<file path="src/rtl/redirect_ctrl_if.sv">
// Bundle between the flush-producing stages / IF-BPU and redirect_ctrl.
// master drives flush sources and fetch ready; slave is the controller.
interface redirect_ctrl_if #(
  parameter int CKPT_W = 16,
  parameter int RA_W   = 4,
  parameter int CNT_W  = 16
);
  logic              CP0_excOccur_w_i;
  logic [31:0]       CP0_excDest_w_i;
  logic              SBA_flush_w_i;
  logic [31:0]       SBA_erroVAddr_w_i;
  logic [31:0]       SBA_corrDest_w_i;
  logic              SBA_corrTake_w_i;
  logic [CKPT_W-1:0] SBA_checkPoint_w_i;
  logic [RA_W-1:0]   SBA_repairAction_w_i;
  logic              FBA_flush_w_i;
  logic [31:0]       FBA_erroVAddr_w_i;
  logic [31:0]       FBA_corrDest_w_i;
  logic              FBA_corrTake_w_i;
  logic [CKPT_W-1:0] FBA_checkPoint_w_i;
  logic [RA_W-1:0]   FBA_repairAction_w_i;
  logic              IF_redirectReady_w_i;

  // Handshake: a redirect transfers on any rising edge where RDC_valid_o and
  // IF_redirectReady_w_i are both high; ready is ignored while valid is low.
  logic              RDC_valid_o;
  logic [31:0]       RDC_dest_o;
  logic [1:0]        RDC_src_o;
  logic              RDC_busy_o;
  logic              RDC_bpuValid_o;
  logic [31:0]       RDC_bpuPC_o;
  logic [31:0]       RDC_bpuDest_o;
  logic              RDC_bpuTake_o;
  logic [CKPT_W-1:0] RDC_bpuCkpt_o;
  logic [RA_W-1:0]   RDC_bpuRepair_o;
  logic [CNT_W-1:0]  RDC_mispredCnt_o;
  logic              dbg_state;

  modport master (
    output CP0_excOccur_w_i, CP0_excDest_w_i,
    output SBA_flush_w_i, SBA_erroVAddr_w_i, SBA_corrDest_w_i, SBA_corrTake_w_i,
    output SBA_checkPoint_w_i, SBA_repairAction_w_i,
    output FBA_flush_w_i, FBA_erroVAddr_w_i, FBA_corrDest_w_i, FBA_corrTake_w_i,
    output FBA_checkPoint_w_i, FBA_repairAction_w_i,
    output IF_redirectReady_w_i,
    input  RDC_valid_o, RDC_dest_o, RDC_src_o, RDC_busy_o,
    input  RDC_bpuValid_o, RDC_bpuPC_o, RDC_bpuDest_o, RDC_bpuTake_o,
    input  RDC_bpuCkpt_o, RDC_bpuRepair_o, RDC_mispredCnt_o, dbg_state
  );

  modport slave (
    input  CP0_excOccur_w_i, CP0_excDest_w_i,
    input  SBA_flush_w_i, SBA_erroVAddr_w_i, SBA_corrDest_w_i, SBA_corrTake_w_i,
    input  SBA_checkPoint_w_i, SBA_repairAction_w_i,
    input  FBA_flush_w_i, FBA_erroVAddr_w_i, FBA_corrDest_w_i, FBA_corrTake_w_i,
    input  FBA_checkPoint_w_i, FBA_repairAction_w_i,
    input  IF_redirectReady_w_i,
    output RDC_valid_o, RDC_dest_o, RDC_src_o, RDC_busy_o,
    output RDC_bpuValid_o, RDC_bpuPC_o, RDC_bpuDest_o, RDC_bpuTake_o,
    output RDC_bpuCkpt_o, RDC_bpuRepair_o, RDC_mispredCnt_o, dbg_state
  );
endinterface

</file>
<file path="src/rtl/redirect_ctrl.sv">
// Picks the oldest pending redirect (CP0 > SBA > FBA), holds it for fetch,
// and pulses branch-predictor training when a branch redirect is accepted.
module redirect_ctrl #(
  parameter int CKPT_W = 16,
  parameter int RA_W   = 4,
  parameter int CNT_W  = 16
) (
  input  logic           clk,
  input  logic           rst,
  redirect_ctrl_if.slave bus
);
  typedef enum logic {IDLE = 1'b0, PEND = 1'b1} state_t;

  state_t            state;
  logic [1:0]        src_q;
  logic [31:0]       dest_q;
  logic [31:0]       pc_q;
  logic              take_q;
  logic [CKPT_W-1:0] ckpt_q;
  logic [RA_W-1:0]   ra_q;

  logic              bpu_valid_q;
  logic [31:0]       bpu_pc_q;
  logic [31:0]       bpu_dest_q;
  logic              bpu_take_q;
  logic [CKPT_W-1:0] bpu_ckpt_q;
  logic [RA_W-1:0]   bpu_ra_q;
  logic [CNT_W-1:0]  cnt_q;

  logic [1:0]        cand_src;
  logic [31:0]       cand_dest;
  logic [31:0]       cand_pc;
  logic              cand_take;
  logic [CKPT_W-1:0] cand_ckpt;
  logic [RA_W-1:0]   cand_ra;
  logic              accept;
  logic              capture;

  always_comb begin
    cand_src  = 2'd0;
    cand_dest = 32'd0;
    cand_pc   = 32'd0;
    cand_take = 1'b0;
    cand_ckpt = '0;
    cand_ra   = '0;
    if (bus.CP0_excOccur_w_i) begin
      cand_src  = 2'd3;
      cand_dest = bus.CP0_excDest_w_i;
    end else if (bus.SBA_flush_w_i) begin
      cand_src  = 2'd2;
      cand_dest = bus.SBA_corrDest_w_i;
      cand_pc   = bus.SBA_erroVAddr_w_i;
      cand_take = bus.SBA_corrTake_w_i;
      cand_ckpt = bus.SBA_checkPoint_w_i;
      cand_ra   = bus.SBA_repairAction_w_i;
    end else if (bus.FBA_flush_w_i) begin
      cand_src  = 2'd1;
      cand_dest = bus.FBA_corrDest_w_i;
      cand_pc   = bus.FBA_erroVAddr_w_i;
      cand_take = bus.FBA_corrTake_w_i;
      cand_ckpt = bus.FBA_checkPoint_w_i;
      cand_ra   = bus.FBA_repairAction_w_i;
    end
  end

  assign accept  = (state == PEND) && bus.IF_redirectReady_w_i;
  // A lower-or-equal candidate is younger and already flushed by the pending one.
  assign capture = (cand_src != 2'd0) &&
                   ((state == IDLE) || accept || (cand_src > src_q));

  always_ff @(posedge clk or negedge rst) begin
    if (!rst) begin
      state       <= IDLE;
      src_q       <= 2'd0;
      dest_q      <= 32'd0;
      pc_q        <= 32'd0;
      take_q      <= 1'b0;
      ckpt_q      <= '0;
      ra_q        <= '0;
      bpu_valid_q <= 1'b0;
      bpu_pc_q    <= 32'd0;
      bpu_dest_q  <= 32'd0;
      bpu_take_q  <= 1'b0;
      bpu_ckpt_q  <= '0;
      bpu_ra_q    <= '0;
      cnt_q       <= '0;
    end else begin
      bpu_valid_q <= 1'b0;
      if (accept && (src_q == 2'd1 || src_q == 2'd2)) begin
        bpu_valid_q <= 1'b1;
        bpu_pc_q    <= pc_q;
        bpu_dest_q  <= dest_q;
        bpu_take_q  <= take_q;
        bpu_ckpt_q  <= ckpt_q;
        bpu_ra_q    <= ra_q;
        cnt_q       <= cnt_q + 1'b1;
      end
      if (capture) begin
        state  <= PEND;
        src_q  <= cand_src;
        dest_q <= cand_dest;
        pc_q   <= cand_pc;
        take_q <= cand_take;
        ckpt_q <= cand_ckpt;
        ra_q   <= cand_ra;
      end else if (accept) begin
        state  <= IDLE;
        src_q  <= 2'd0;
        dest_q <= 32'd0;
      end
    end
  end

  assign bus.RDC_valid_o      = (state == PEND);
  assign bus.RDC_busy_o       = (state == PEND);
  assign bus.RDC_dest_o       = dest_q;
  assign bus.RDC_src_o        = src_q;
  assign bus.RDC_bpuValid_o   = bpu_valid_q;
  assign bus.RDC_bpuPC_o      = bpu_pc_q;
  assign bus.RDC_bpuDest_o    = bpu_dest_q;
  assign bus.RDC_bpuTake_o    = bpu_take_q;
  assign bus.RDC_bpuCkpt_o    = bpu_ckpt_q;
  assign bus.RDC_bpuRepair_o  = bpu_ra_q;
  assign bus.RDC_mispredCnt_o = cnt_q;
  assign bus.dbg_state        = state;
endmodule

</file>
<file path="src/flat_wrapper.sv">
// flat-port wrapper written by rule: the top's interface ports become plain ports
module redirect_ctrl_flat 
#(
  parameter int CKPT_W = 16,
  parameter int RA_W   = 4,
  parameter int CNT_W  = 16
)
  (clk, rst, bus_CP0_excOccur_w_i, bus_CP0_excDest_w_i, bus_SBA_flush_w_i, bus_SBA_erroVAddr_w_i, bus_SBA_corrDest_w_i, bus_SBA_corrTake_w_i, bus_SBA_checkPoint_w_i, bus_SBA_repairAction_w_i, bus_FBA_flush_w_i, bus_FBA_erroVAddr_w_i, bus_FBA_corrDest_w_i, bus_FBA_corrTake_w_i, bus_FBA_checkPoint_w_i, bus_FBA_repairAction_w_i, bus_IF_redirectReady_w_i, bus_RDC_valid_o, bus_RDC_dest_o, bus_RDC_src_o, bus_RDC_busy_o, bus_RDC_bpuValid_o, bus_RDC_bpuPC_o, bus_RDC_bpuDest_o, bus_RDC_bpuTake_o, bus_RDC_bpuCkpt_o, bus_RDC_bpuRepair_o, bus_RDC_mispredCnt_o, bus_dbg_state);
  redirect_ctrl_if #(.CKPT_W(CKPT_W), .RA_W(RA_W), .CNT_W(CNT_W)) bus_i ();
  input  logic clk;
  input  logic rst;
  input wire logic [$bits(bus_i.CP0_excOccur_w_i)-1:0] bus_CP0_excOccur_w_i;
  input wire logic [$bits(bus_i.CP0_excDest_w_i)-1:0] bus_CP0_excDest_w_i;
  input wire logic [$bits(bus_i.SBA_flush_w_i)-1:0] bus_SBA_flush_w_i;
  input wire logic [$bits(bus_i.SBA_erroVAddr_w_i)-1:0] bus_SBA_erroVAddr_w_i;
  input wire logic [$bits(bus_i.SBA_corrDest_w_i)-1:0] bus_SBA_corrDest_w_i;
  input wire logic [$bits(bus_i.SBA_corrTake_w_i)-1:0] bus_SBA_corrTake_w_i;
  input wire logic [$bits(bus_i.SBA_checkPoint_w_i)-1:0] bus_SBA_checkPoint_w_i;
  input wire logic [$bits(bus_i.SBA_repairAction_w_i)-1:0] bus_SBA_repairAction_w_i;
  input wire logic [$bits(bus_i.FBA_flush_w_i)-1:0] bus_FBA_flush_w_i;
  input wire logic [$bits(bus_i.FBA_erroVAddr_w_i)-1:0] bus_FBA_erroVAddr_w_i;
  input wire logic [$bits(bus_i.FBA_corrDest_w_i)-1:0] bus_FBA_corrDest_w_i;
  input wire logic [$bits(bus_i.FBA_corrTake_w_i)-1:0] bus_FBA_corrTake_w_i;
  input wire logic [$bits(bus_i.FBA_checkPoint_w_i)-1:0] bus_FBA_checkPoint_w_i;
  input wire logic [$bits(bus_i.FBA_repairAction_w_i)-1:0] bus_FBA_repairAction_w_i;
  input wire logic [$bits(bus_i.IF_redirectReady_w_i)-1:0] bus_IF_redirectReady_w_i;
  output wire logic [$bits(bus_i.RDC_valid_o)-1:0] bus_RDC_valid_o;
  output wire logic [$bits(bus_i.RDC_dest_o)-1:0] bus_RDC_dest_o;
  output wire logic [$bits(bus_i.RDC_src_o)-1:0] bus_RDC_src_o;
  output wire logic [$bits(bus_i.RDC_busy_o)-1:0] bus_RDC_busy_o;
  output wire logic [$bits(bus_i.RDC_bpuValid_o)-1:0] bus_RDC_bpuValid_o;
  output wire logic [$bits(bus_i.RDC_bpuPC_o)-1:0] bus_RDC_bpuPC_o;
  output wire logic [$bits(bus_i.RDC_bpuDest_o)-1:0] bus_RDC_bpuDest_o;
  output wire logic [$bits(bus_i.RDC_bpuTake_o)-1:0] bus_RDC_bpuTake_o;
  output wire logic [$bits(bus_i.RDC_bpuCkpt_o)-1:0] bus_RDC_bpuCkpt_o;
  output wire logic [$bits(bus_i.RDC_bpuRepair_o)-1:0] bus_RDC_bpuRepair_o;
  output wire logic [$bits(bus_i.RDC_mispredCnt_o)-1:0] bus_RDC_mispredCnt_o;
  output wire logic [$bits(bus_i.dbg_state)-1:0] bus_dbg_state;
  assign bus_i.CP0_excOccur_w_i = bus_CP0_excOccur_w_i;
  assign bus_i.CP0_excDest_w_i = bus_CP0_excDest_w_i;
  assign bus_i.SBA_flush_w_i = bus_SBA_flush_w_i;
  assign bus_i.SBA_erroVAddr_w_i = bus_SBA_erroVAddr_w_i;
  assign bus_i.SBA_corrDest_w_i = bus_SBA_corrDest_w_i;
  assign bus_i.SBA_corrTake_w_i = bus_SBA_corrTake_w_i;
  assign bus_i.SBA_checkPoint_w_i = bus_SBA_checkPoint_w_i;
  assign bus_i.SBA_repairAction_w_i = bus_SBA_repairAction_w_i;
  assign bus_i.FBA_flush_w_i = bus_FBA_flush_w_i;
  assign bus_i.FBA_erroVAddr_w_i = bus_FBA_erroVAddr_w_i;
  assign bus_i.FBA_corrDest_w_i = bus_FBA_corrDest_w_i;
  assign bus_i.FBA_corrTake_w_i = bus_FBA_corrTake_w_i;
  assign bus_i.FBA_checkPoint_w_i = bus_FBA_checkPoint_w_i;
  assign bus_i.FBA_repairAction_w_i = bus_FBA_repairAction_w_i;
  assign bus_i.IF_redirectReady_w_i = bus_IF_redirectReady_w_i;
  assign bus_RDC_valid_o = bus_i.RDC_valid_o;
  assign bus_RDC_dest_o = bus_i.RDC_dest_o;
  assign bus_RDC_src_o = bus_i.RDC_src_o;
  assign bus_RDC_busy_o = bus_i.RDC_busy_o;
  assign bus_RDC_bpuValid_o = bus_i.RDC_bpuValid_o;
  assign bus_RDC_bpuPC_o = bus_i.RDC_bpuPC_o;
  assign bus_RDC_bpuDest_o = bus_i.RDC_bpuDest_o;
  assign bus_RDC_bpuTake_o = bus_i.RDC_bpuTake_o;
  assign bus_RDC_bpuCkpt_o = bus_i.RDC_bpuCkpt_o;
  assign bus_RDC_bpuRepair_o = bus_i.RDC_bpuRepair_o;
  assign bus_RDC_mispredCnt_o = bus_i.RDC_mispredCnt_o;
  assign bus_dbg_state = bus_i.dbg_state;
  redirect_ctrl #(.CKPT_W(CKPT_W), .RA_W(RA_W), .CNT_W(CNT_W)) u_core (.clk(clk), .rst(rst), .bus(bus_i));
endmodule
</file>
<file path="config.mk">
export PLATFORM = sky130hd
export DESIGN_NAME = redirect_ctrl_flat
export DESIGN_NICKNAME = d
export VERILOG_FILES = /design/src/rtl/redirect_ctrl_if.sv /design/src/rtl/redirect_ctrl.sv /design/src/flat_wrapper.sv
export SDC_FILE = /design/constraint.sdc
export NUM_CORES = 1
export LEC_CHECK = 0
export ABC_AREA = 1
export CAP_MARGIN = 5
export CORE_ASPECT_RATIO = 0.9
export CORE_MARGIN = 5
export CORE_UTILIZATION = 48
export CTS_CLUSTER_SIZE = 12
export DETAILED_ROUTE_END_ITERATION = 12
export PLACE_DENSITY = 0.95
export SLEW_MARGIN = 40
export SYNTH_ARGS = -nofsm -noshare
export SYNTH_HDL_FRONTEND = slang
export SYNTH_SLANG_ARGS = --single-unit
</file>
<file path="constraint.sdc">
create_clock -name clk -period 3.78 [get_ports clk]
set_input_delay 0.756 -clock clk [delete_from_list [all_inputs] [get_ports clk]]
set_output_delay 0.756 -clock clk [all_outputs]
set_load 0.01 [all_outputs]
</file>
==> results.py, run 1 <==
metrics = {
    "run_status": {
        "status": "finished clean",
    },
    "finish": {
        "fin_util_pct": 71.7,
        "fin_nets": 1728,
        "drive_gt1_share_pct": 4.18,
        "final_cell_mix": "nand2_1 (669), clkdlybuf4s50_1 (343), dfrtp_1 (190)",
        "areaGrowthSynthToFinish_pct": 46.4,
        "final_common_cell": "nand2_1",
        "diodes": 0,
        "num-fill-cells": 1362,
    },
    "clocking": {
        "clk_path_buf_depth": 2,
        "cts_sinks": 190,
        "post_cts_buffers": 0,
        "clock_latency_ns": 0.43,
        "htree_levels": 4,
        "clock-root-buffer": "clkbuf_16",
        "cts_buffers": 17,
        "cts_tree": "built",
        "cts_hold_buf": 0,
        "clkTransAtPathRegs_ns": 0.08,
        "cts_resized": 0,
    },
    "global_routing": {
        "grt_first_pass_wirelength_mm": 46.8,
        "grt_pass1_vias": 9257,
        "overflow": 0,
        "grt_start_max_net_pins": 96,
        "antenna_found_initial": 0,
        "grt_use_total_pct": 26.9,
    },
    "critical_path": {
        "r2r-start": "u_core.bus.RDC_src_o[1]",
        "crit_path_max_fanout": 50,
        "crit_path_top_delay_cell": "clkdlybuf4s50_1",
        "crit_chain": "clkdlybuf4s50_1 > inv_1 > nor2_4 > nor2_1 > ha_1 > nand2_1 > nand2_1 > nand2_1 > nand2_4 > buf_12 > nand3_1 > nand2_1",
        "crit_top_cell": "nand2_1",
        "slowest_delay_ns": 0.45,
        "cp-start-kind": "input pin",
        "required_ns": 4.15,
        "reg2reg_slack_ns": 1.64,
        "arrival_ns": 2.90,
        "r2r-end": "u_core.bus.RDC_dest_o[28]",
        "worst-setup-path-type": "input pin to register",
        "end_kind": "register",
        "rr_worst_depth": 10,
    },
    "power": {
        "power_frac_comb_pct": 38.5,
        "swShare_pct": 35.7,
        "power_density_nw_per_um2": 608,
        "sequentialPowerShare_pct": 39.2,
        "p_int_mw": 5.15,
        "peakVddDrop_mv": 0.334,
        "clock_power_share_pct": 22.3,
        "switching_power_mw": 2.87,
        "leakage_nw": 6.46,
    },
    "sta": {
        "hold_viol": 0,
        "setup-violations-final": 0,
        "period_minus_slack_ns": 2.53,
        "slew_headroom_pct": 49.9,
        "min_period_over_period_pct": 67.0,
        "fin_tns_setup_ns": 0,
        "clock_skew_ns": 0.0143,
        "max_freq_ghz": 0.395,
        "fin_ws_ns": 1.25,
        "worst_pin_slew_ns": 0.752,
        "rsz0062_at_grt": "false",
        "final_max_slew_viol_count": 0,
    },
    "logic_synthesis": {
        "synth.top_cell.area_share_pct": 52.8,
        "synth_area_um2": 9010,
        "avgSynthCellArea_um2": 7.46,
        "synth_warnings": 0,
        "yosys.area.top_type": "dfrtp_1",
        "ys_top_cells_by_area": "dfrtp_1 (53%), nand2_1 (28%), a21oi_1 (6.5%)",
        "ys_seq_area_share_pct": 52.8,
        "syn_nets": 1419,
        "synth-seq-cells": 190,
        "ys_types": 23,
        "synth_cells": 1208,
    },
    "floorplanning": {
        "die_height_um": 140,
        "dieArea_um2": 21600,
        "start_util_pct": 48.9,
        "num_rows": 47,
        "die_x_um": 154,
        "core_um2": 18400,
        "io_pins": 347,
    },
    "drt": {
        "drt_pass1_iterations": 5,
        "wl_mm": 29.5,
        "drc": 0,
        "wl_per_cell_um": 16.6,
        "drt_iter0_drc": 681,
        "num_vias": 9299,
        "ant_nets": 0,
        "viasPerCell": 5.24,
    },
    "job": {
        "maxCapViolCount": 0,
    },
    "placed_design": {
        "place_worst_setup_slack_ns": 0.813,
        "dp_hpwl_mm": 21.3,
        "gp_congestion": 0.894,
        "portBuffers": 346,
    },
    "hold_path": {
        "hold_class": "input pin to async pin",
    },
}
==> flip-flops by register name (all words and copies together), names as in the netlist, 2 cells and up <==
| register | flops |
|---|---|
| u_core.bus.RDC_bpuDest_o | 32 |
| u_core.bus.RDC_bpuPC_o | 32 |
| u_core.bus.RDC_dest_o | 32 |
| u_core.pc_q | 32 |
| u_core.bus.RDC_bpuCkpt_o | 16 |
| u_core.bus.RDC_mispredCnt_o | 16 |
| u_core.ckpt_q | 16 |
| u_core.bus.RDC_bpuRepair_o | 4 |
| u_core.ra_q | 4 |
| u_core.bus.RDC_src_o | 2 |
==> how the worst max path moves through the flow <==
stage | start | slack, ns | endpoint | cells after the start
6_report | bus_FBA_flush_w_i | 1.25 | u_core.bus.RDC_dest_o[28] | 12
5_1_grt | bus_FBA_flush_w_i | 1.05 | u_core.pc_q[24] | 12
4_1_cts | bus_FBA_flush_w_i | 1.27 | u_core.bus.RDC_dest_o[28] | 12
3_5_place_dp | bus_FBA_flush_w_i | 0.81 | u_core.bus.RDC_dest_o[28] | 12
3_3_place_gp | bus_FBA_flush_w_i | 0.88 | u_core.bus.RDC_busy_o | 11
2_1_floorplan | bus_CP0_excOccur_w_i | 1.24 | u_core.ckpt_q[15] | 13
==> cell usage after synthesis <==
library cell,instances
a21boi_4,1
a21oi_1,117
buf_1,6
buf_2,33
buf_4,15
buf_6,2
clkbuf_1,18
dfrtp_1,190
ha_1,3
inv_1,29
inv_2,2
nand2_1,669
nand2_2,2
nand3_1,50
nand3b_1,1
nand4_1,2
nor2_1,52
nor2_2,3
nor2_4,2
o21ai_0,5
o21bai_1,1
xnor2_1,1
xor2_1,4
==> metrics by stage <==
stage	power (mW)	cells	hold WS, ns	instance area, um^2
finish	8.02	1775	0.242	13200
detailed placement	6.25	1742	0.450	12600
global placement	6.14	1741	0.450	12500
floorplan	4.42	1208	0.442	9010
global route	8.49	1775	0.245	13200
CTS	8.06	1774	0.421	13200
==> kinds of logic after synthesis <==
| group | after synthesis | share of synthesized area, % |
|---|---|---|
| simple gates | 781 | 33.6 |
| xor+xnor | 5 | 0.486 |
| compound gates | 124 | 7.07 |
| buf+inv | 105 | 5.62 |
| fa+ha+maj | 3 | 0.417 |
| flops | 190 | 52.8 |
==> final cells by class <==
cell class,instances,area [um^2],share of cell area (%)
sequential,190,4750,36.0
multi-input combinational,913,3770,28.5
timing repair buffer,364,3650,27.7
clock buffer,17,425,3.22
tap,245,307,2.32
clock inverter,15,170,1.29
inverter,31,116,0.882
==> worst max-delay path: cells and delay by family <==
| family | cells | cell delay, ns |
|---|---|---|
| fa+ha+maj | 1 | 0.27 |
| buf+inv | 3 | 0.81 |
| simple gates | 8 | 1.01 |
==> routing by layer <==
metal / track usage, % / part of all wire [%] / vias to the layer above
met1: 31.3 / 37 / 4359
met2: 46.0 / 49 / 483
met5: 0 / 0 / -
met3: 7.59 / 9.1 / 91
li1: - / - / 4366
met4: 12.6 / 4.6 / 0
==> power groups by stage <==
stage | registers [mW] | logic (mW) | clock network, mW
after floorplan | 3.34 | 1.08 | 0
after global placement | 3.13 | 3.01 | 0
after detailed placement | 3.16 | 3.09 | 0
after CTS | 3.14 | 3.11 | 1.82
after global routing | 3.22 | 3.36 | 1.91
final | 3.14 | 3.09 | 1.79
(Power assumes the default switching activity.)
==> run 2, diff against run 1 <==
- CORE_UTILIZATION: 48 -> 44
- PLACE_DENSITY: 0.95 -> 0.88
- clock period: 3.78 -> 2.6 ns (I/O delays scaled with it)
==> results.py, run 2 (same netlist as run 1, synthesis figures left out) <==
metrics = {
    "sta": {
        "worst_pin_slew_ns": 0.837,
        "final_max_slew_viol_count": 0,
        "setup-violations-final": 0,
        "slew_headroom_pct": 44.2,
        "min_period_over_period_pct": 78.9,
        "fin_ws_ns": 0.550,
        "period_minus_slack_ns": 2.05,
        "fin_tns_setup_ns": 0,
        "clock_skew_ns": 0.0206,
        "rsz0062_at_grt": "false",
        "hold_viol": 0,
        "max_freq_ghz": 0.488,
    },
    "global_routing": {
        "overflow": 0,
        "grt_first_pass_wirelength_mm": 46.7,
        "grt_start_max_net_pins": 87,
        "grt_pass1_vias": 9262,
        "grt_use_total_pct": 24.6,
        "antenna_found_initial": 1,
    },
    "clocking": {
        "htree_levels": 4,
        "cts_tree": "built",
        "post_cts_buffers": 0,
        "cts_hold_buf": 0,
        "cts_sinks": 190,
        "clock_latency_ns": 0.43,
        "cts_buffers": 17,
        "cts_resized": 0,
        "clk_path_buf_depth": 2,
        "clkTransAtPathRegs_ns": 0.07,
        "clock-root-buffer": "clkbuf_16",
    },
    "drt": {
        "viasPerCell": 5.06,
        "drt_pass1_iterations": 6,
        "ant_nets": 0,
        "drc": 0,
        "num_vias": 9051,
        "drt_iter0_drc": 423,
        "wl_mm": 29.1,
        "wl_per_cell_um": 16.3,
    },
    "placed_design": {
        "dp_hpwl_mm": 21.2,
        "gp_congestion": 0.844,
        "portBuffers": 346,
        "placed_cell_area_um2": 12700,
        "place_worst_setup_slack_ns": 0.140,
    },
    "finish": {
        "final_common_cell": "nand2_1",
        "design_area_um2": 13300,
        "areaGrowthSynthToFinish_pct": 47.4,
        "diodes": 0,
        "num-fill-cells": 1657,
        "final_cell_mix": "nand2_1 (669), clkdlybuf4s50_1 (343), dfrtp_1 (190)",
        "fin_nets": 1731,
        "drive_gt1_share_pct": 4.17,
    },
    "floorplanning": {
        "dieArea_um2": 23400,
        "num_rows": 49,
        "die_height_um": 146,
        "die_x_um": 161,
        "io_pins": 347,
        "core_um2": 20000,
        "start_util_pct": 44.9,
    },
    "critical_path": {
        "slowest_delay_ns": 0.61,
        "r2r-start": "u_core.bus.RDC_src_o[1]",
        "crit_chain": "clkdlybuf4s50_1",
        "worst-setup-path-type": "register to output pin",
        "end_kind": "output pin",
        "cp-start-kind": "register",
        "crit_path_top_delay_cell": "clkdlybuf4s50_1",
        "startpoint": "u_core.bus.RDC_dest_o[29]",
        "crit_path_max_fanout": 3,
        "required_ns": 2.08,
        "crit_family": "buffers and inverters",
        "critPathBufInv": 1,
        "arrival_ns": 1.53,
    },
    "power": {
        "power_density_nw_per_um2": 880,
        "leakage_nw": 6.49,
        "peakVddDrop_mv": 0.441,
    },
    "run_status": {
        "status": "finished clean",
    },
    "job": {
        "maxCapViolCount": 0,
    },
    "hold_path": {
        "hold_class": "input pin to async pin",
    },
}
==> run 2: cell count changes in the layout (fill, tap and decap cells not counted), sizes merged <==
cell / before / now
clkinvlp: 0 / 2
clkinv: 7 / 4
clkbuf: 18 / 23
buf: 20 / 23
inv: 38 / 34
==> run 2: metrics by stage <==
step	cells	utilization [%]	total power, mW	hold slack [ns]
after floorplan	1208	-	6.42	0.224
after CTS	1788	66.2	11.8	0.135
after global routing	1788	66.2	12.4	0.143
after global placement	1756	63.4	9.06	0.449
after detailed placement	1756	63.4	9.21	0.458
final	1788	66.2	11.7	0.119
==> run 2: path summary, 6_finish.rpt <==
kind                                                   end  slack (ns)  cells past startpoint
setup / recovery                        bus_RDC_dest_o[29]        0.55                      1
hold / removal             u_core.bus.RDC_mispredCnt_o[14]        0.12                      1
setup reg to reg                  u_core.bus.RDC_dest_o[2]        0.78                     10
hold reg to reg                 u_core.bus.RDC_bpuPC_o[22]        0.47                      2
max in group asynchronous         u_core.bus.RDC_dest_o[2]        1.75                      2
min in group clk                u_core.bus.RDC_bpuPC_o[22]        0.47                      2
==> run 2: power by group <==
part	internal [mW]	total [mW]	switching [mW]
clock network	1.39	2.54	1.15
logic	2.30	4.58	2.28
registers	3.90	4.56	0.662
total	7.59	11.7	4.10
==> run 2: area by class of cell <==
class,instances,area (um^2),area share (%)
clock buffers,22,464,3.50
well taps,255,319,2.40
multi-input cells,913,3770,28.4
repair buffers,367,3750,28.3
inverters,31,116,0.876
clock inverters,10,105,0.791
flip-flops and latches,190,4750,35.8
==> run 2: metal layers <==
layer	up-vias	wire length [um]	GRT usage, %
met5	-	13	0
li1	4363	-	-
met2	364	14500	43.0
met3	44	2670	8.10
met4	2	575	7.12
met1	4278	11300	28.9
==> run 3, diff against run 2 <==
- CORE_UTILIZATION: 44 -> 40
- PLACE_DENSITY: 0.88 -> 0.85
- clock period: 2.6 -> 1.7 ns (I/O delays scaled with it)
==> results.py, run 3 (same netlist as run 1, synthesis figures left out) <==
metrics = {
    "run_status": {
        "status": "finished with violations",
        "violations": "setup timing",
    },
    "drt": {
        "wl_mm": 31.2,
        "num_vias": 9355,
        "drt_iter0_drc": 630,
        "drc": 0,
        "drt_pass1_iterations": 5,
        "viasPerCell": 4.99,
        "wl_per_cell_um": 16.6,
        "ant_nets": 0,
    },
    "critical_path": {
        "required_ns": 2.06,
        "crit_path_top_delay_cell": "dfrtp_1",
        "arrival_ns": 2.09,
        "worst-setup-path-type": "register to register",
        "end_kind": "register",
        "reg2reg_slack_ns": -0.03,
        "cp-start-kind": "register",
        "r2r-start": "u_core.bus.RDC_src_o[1]",
        "crit_chain": "inv_2 > ha_4 > inv_2 > o21bai_1 > nand2_2 > a21boi_4 > buf_6 > buf_8 > buf_12 > nand2_1 > nand2_1",
        "crit_path_max_fanout": 8,
        "slowest_delay_ns": 0.37,
        "r2r-end": "u_core.bus.RDC_dest_o[4]",
        "rr_worst_depth": 11,
    },
    "clocking": {
        "clock-root-buffer": "clkbuf_16",
        "cts_sinks": 190,
        "clkTransAtPathRegs_ns": 0.07,
        "cts_tree": "built",
        "clk_path_buf_depth": 2,
        "cts_buffers": 17,
        "clock_latency_ns": 0.42,
        "htree_levels": 4,
    },
    "global_routing": {
        "grt_first_pass_wirelength_mm": 48.1,
        "overflow": 0,
        "grt_pass1_vias": 9279,
        "grt_start_max_net_pins": 66,
        "antenna_found_initial": 0,
        "grt_use_total_pct": 23.1,
    },
    "placed_design": {
        "placed_cell_area_um2": 12900,
        "place_worst_setup_slack_ns": -0.548,
        "portBuffers": 346,
        "gp_congestion": 0.842,
        "placed_cells": 1817,
        "dp_hpwl_mm": 21.5,
    },
    "hold_path": {
        "hold_class": "input pin to register",
        "min-delay-start": "bus_CP0_excOccur_w_i",
        "min_to": "u_core.bus.RDC_src_o[1]",
        "worstHoldPathCells": 5,
    },
    "power": {
        "power_density_nw_per_um2": 1300,
        "leakage_nw": 7.66,
        "p_total_mw": 18.2,
        "peakVddDrop_mv": 0.771,
    },
    "floorplanning": {
        "num_rows": 52,
        "dieArea_um2": 25600,
        "io_pins": 347,
        "core_um2": 22300,
        "die_height_um": 152,
        "die_x_um": 168,
        "start_util_pct": 40.4,
    },
    "sta": {
        "timing.hold.ws_ns": 0.350,
        "max_freq_ghz": 0.577,
        "fin_ws_ns": -0.0346,
        "period_minus_slack_ns": 1.73,
        "slew_headroom_pct": 52.0,
        "clock_skew_ns": 0.0112,
        "final_max_slew_viol_count": 0,
        "rsz0062_at_grt": "true",
        "hold_viol": 0,
        "setup-violations-final": 44,
        "fin_tns_setup_ns": -0.438,
        "worst_pin_slew_ns": 0.720,
        "min_period_over_period_pct": 102,
    },
    "finish": {
        "final_cells": 1876,
        "fin_nets": 1776,
        "fin_util_pct": 63.0,
        "final_common_cell": "nand2_1",
        "final_cell_mix": "nand2_1 (644), clkdlybuf4s50_1 (208), dfrtp_1 (186)",
        "drive_gt1_share_pct": 10.0,
        "design_area_um2": 14100,
        "areaGrowthSynthToFinish_pct": 56.1,
    },
    "job": {
        "maxCapViolCount": 0,
    },
}
==> run 3: changes by cell type in the layout (fill, tap and decap cells not counted), moves of 4 or more <==
cell             delta
clkbuf_16           +4
buf_4              +29
nand2_2            +22
dlygate4sd2_1      +98
buf_12              +4
dfrtp_2             +4
dfrtp_1             -4
buf_16              +4
nand3_1            -15
nand2_1            -25
clkdlybuf4s50_1   -135
dlymetal6s2s_1     +37
nand3_2            +15
==> run 3: how the worst max path moves through the flow <==
stage / from / end / slack (ns) / cells past startpoint
floorplan: bus_SBA_flush_w_i / u_core.ckpt_q[15] / -0.19 / 14
global placement: bus_FBA_flush_w_i / u_core.bus.RDC_dest_o[11] / -0.50 / 11
detailed placement: bus_FBA_flush_w_i / u_core.bus.RDC_dest_o[20] / -0.55 / 11
CTS: u_core.bus.RDC_src_o[1] / u_core.bus.RDC_dest_o[27] / -0.03 / 11
global route: u_core.bus.RDC_src_o[1] / u_core.pc_q[29] / -0.12 / 11
finish: u_core.bus.RDC_src_o[1] / u_core.bus.RDC_dest_o[4] / -0.03 / 11
==> run 3: worst max-delay path, delay by kind of cell (launching register included) <==
family	cells	cell delay, ns
adder cells (fa/ha/maj)	1	0.26
buffers and inverters	5	0.48
flip-flops	1	0.37
AO/OA/AOI/OAI	2	0.32
AND/OR/NAND/NOR	3	0.22
==> run 3: per-layer routing <==
layer	part of all wire, %	up-vias	GRT usage, %	routed length (um)
met2	50	396	40.2	15800
met5	0	-	0	0
met4	2.5	0	6.92	780
li1	-	4461	-	-
met3	9.1	54	7.24	2840
met1	38	4444	27.5	11800
==> run 3: cell type report <==
| type | instances | area (um^2) |
|---|---|---|
| antenna | 1 | 2.50 |
| clock buffer | 19 | 433 |
| clock inverter | 13 | 150 |
| fill | 1890 | 8250 |
| inverter | 31 | 116 |
| multi-input combinational | 913 | 3950 |
| sequential | 190 | 4760 |
| tap | 297 | 372 |
| timing repair buffer | 412 | 4280 |
==> run 3: timing repair <==
item                                   CTS  global route
setup endpoints to repair              188           130
pin swaps                               10             6
resized for setup                      119            77
endpoints found under the hold margin   30             0
buffers inserted                        15             3
hold buffers                             1             0
gates cloned                             4             4
==> run 3: power by group <==
group	switching, mW	leakage (nW)	internal (mW)
clock network	1.87	0.285	2.09
logic	3.89	4.92	3.45
registers	0.969	2.46	5.96
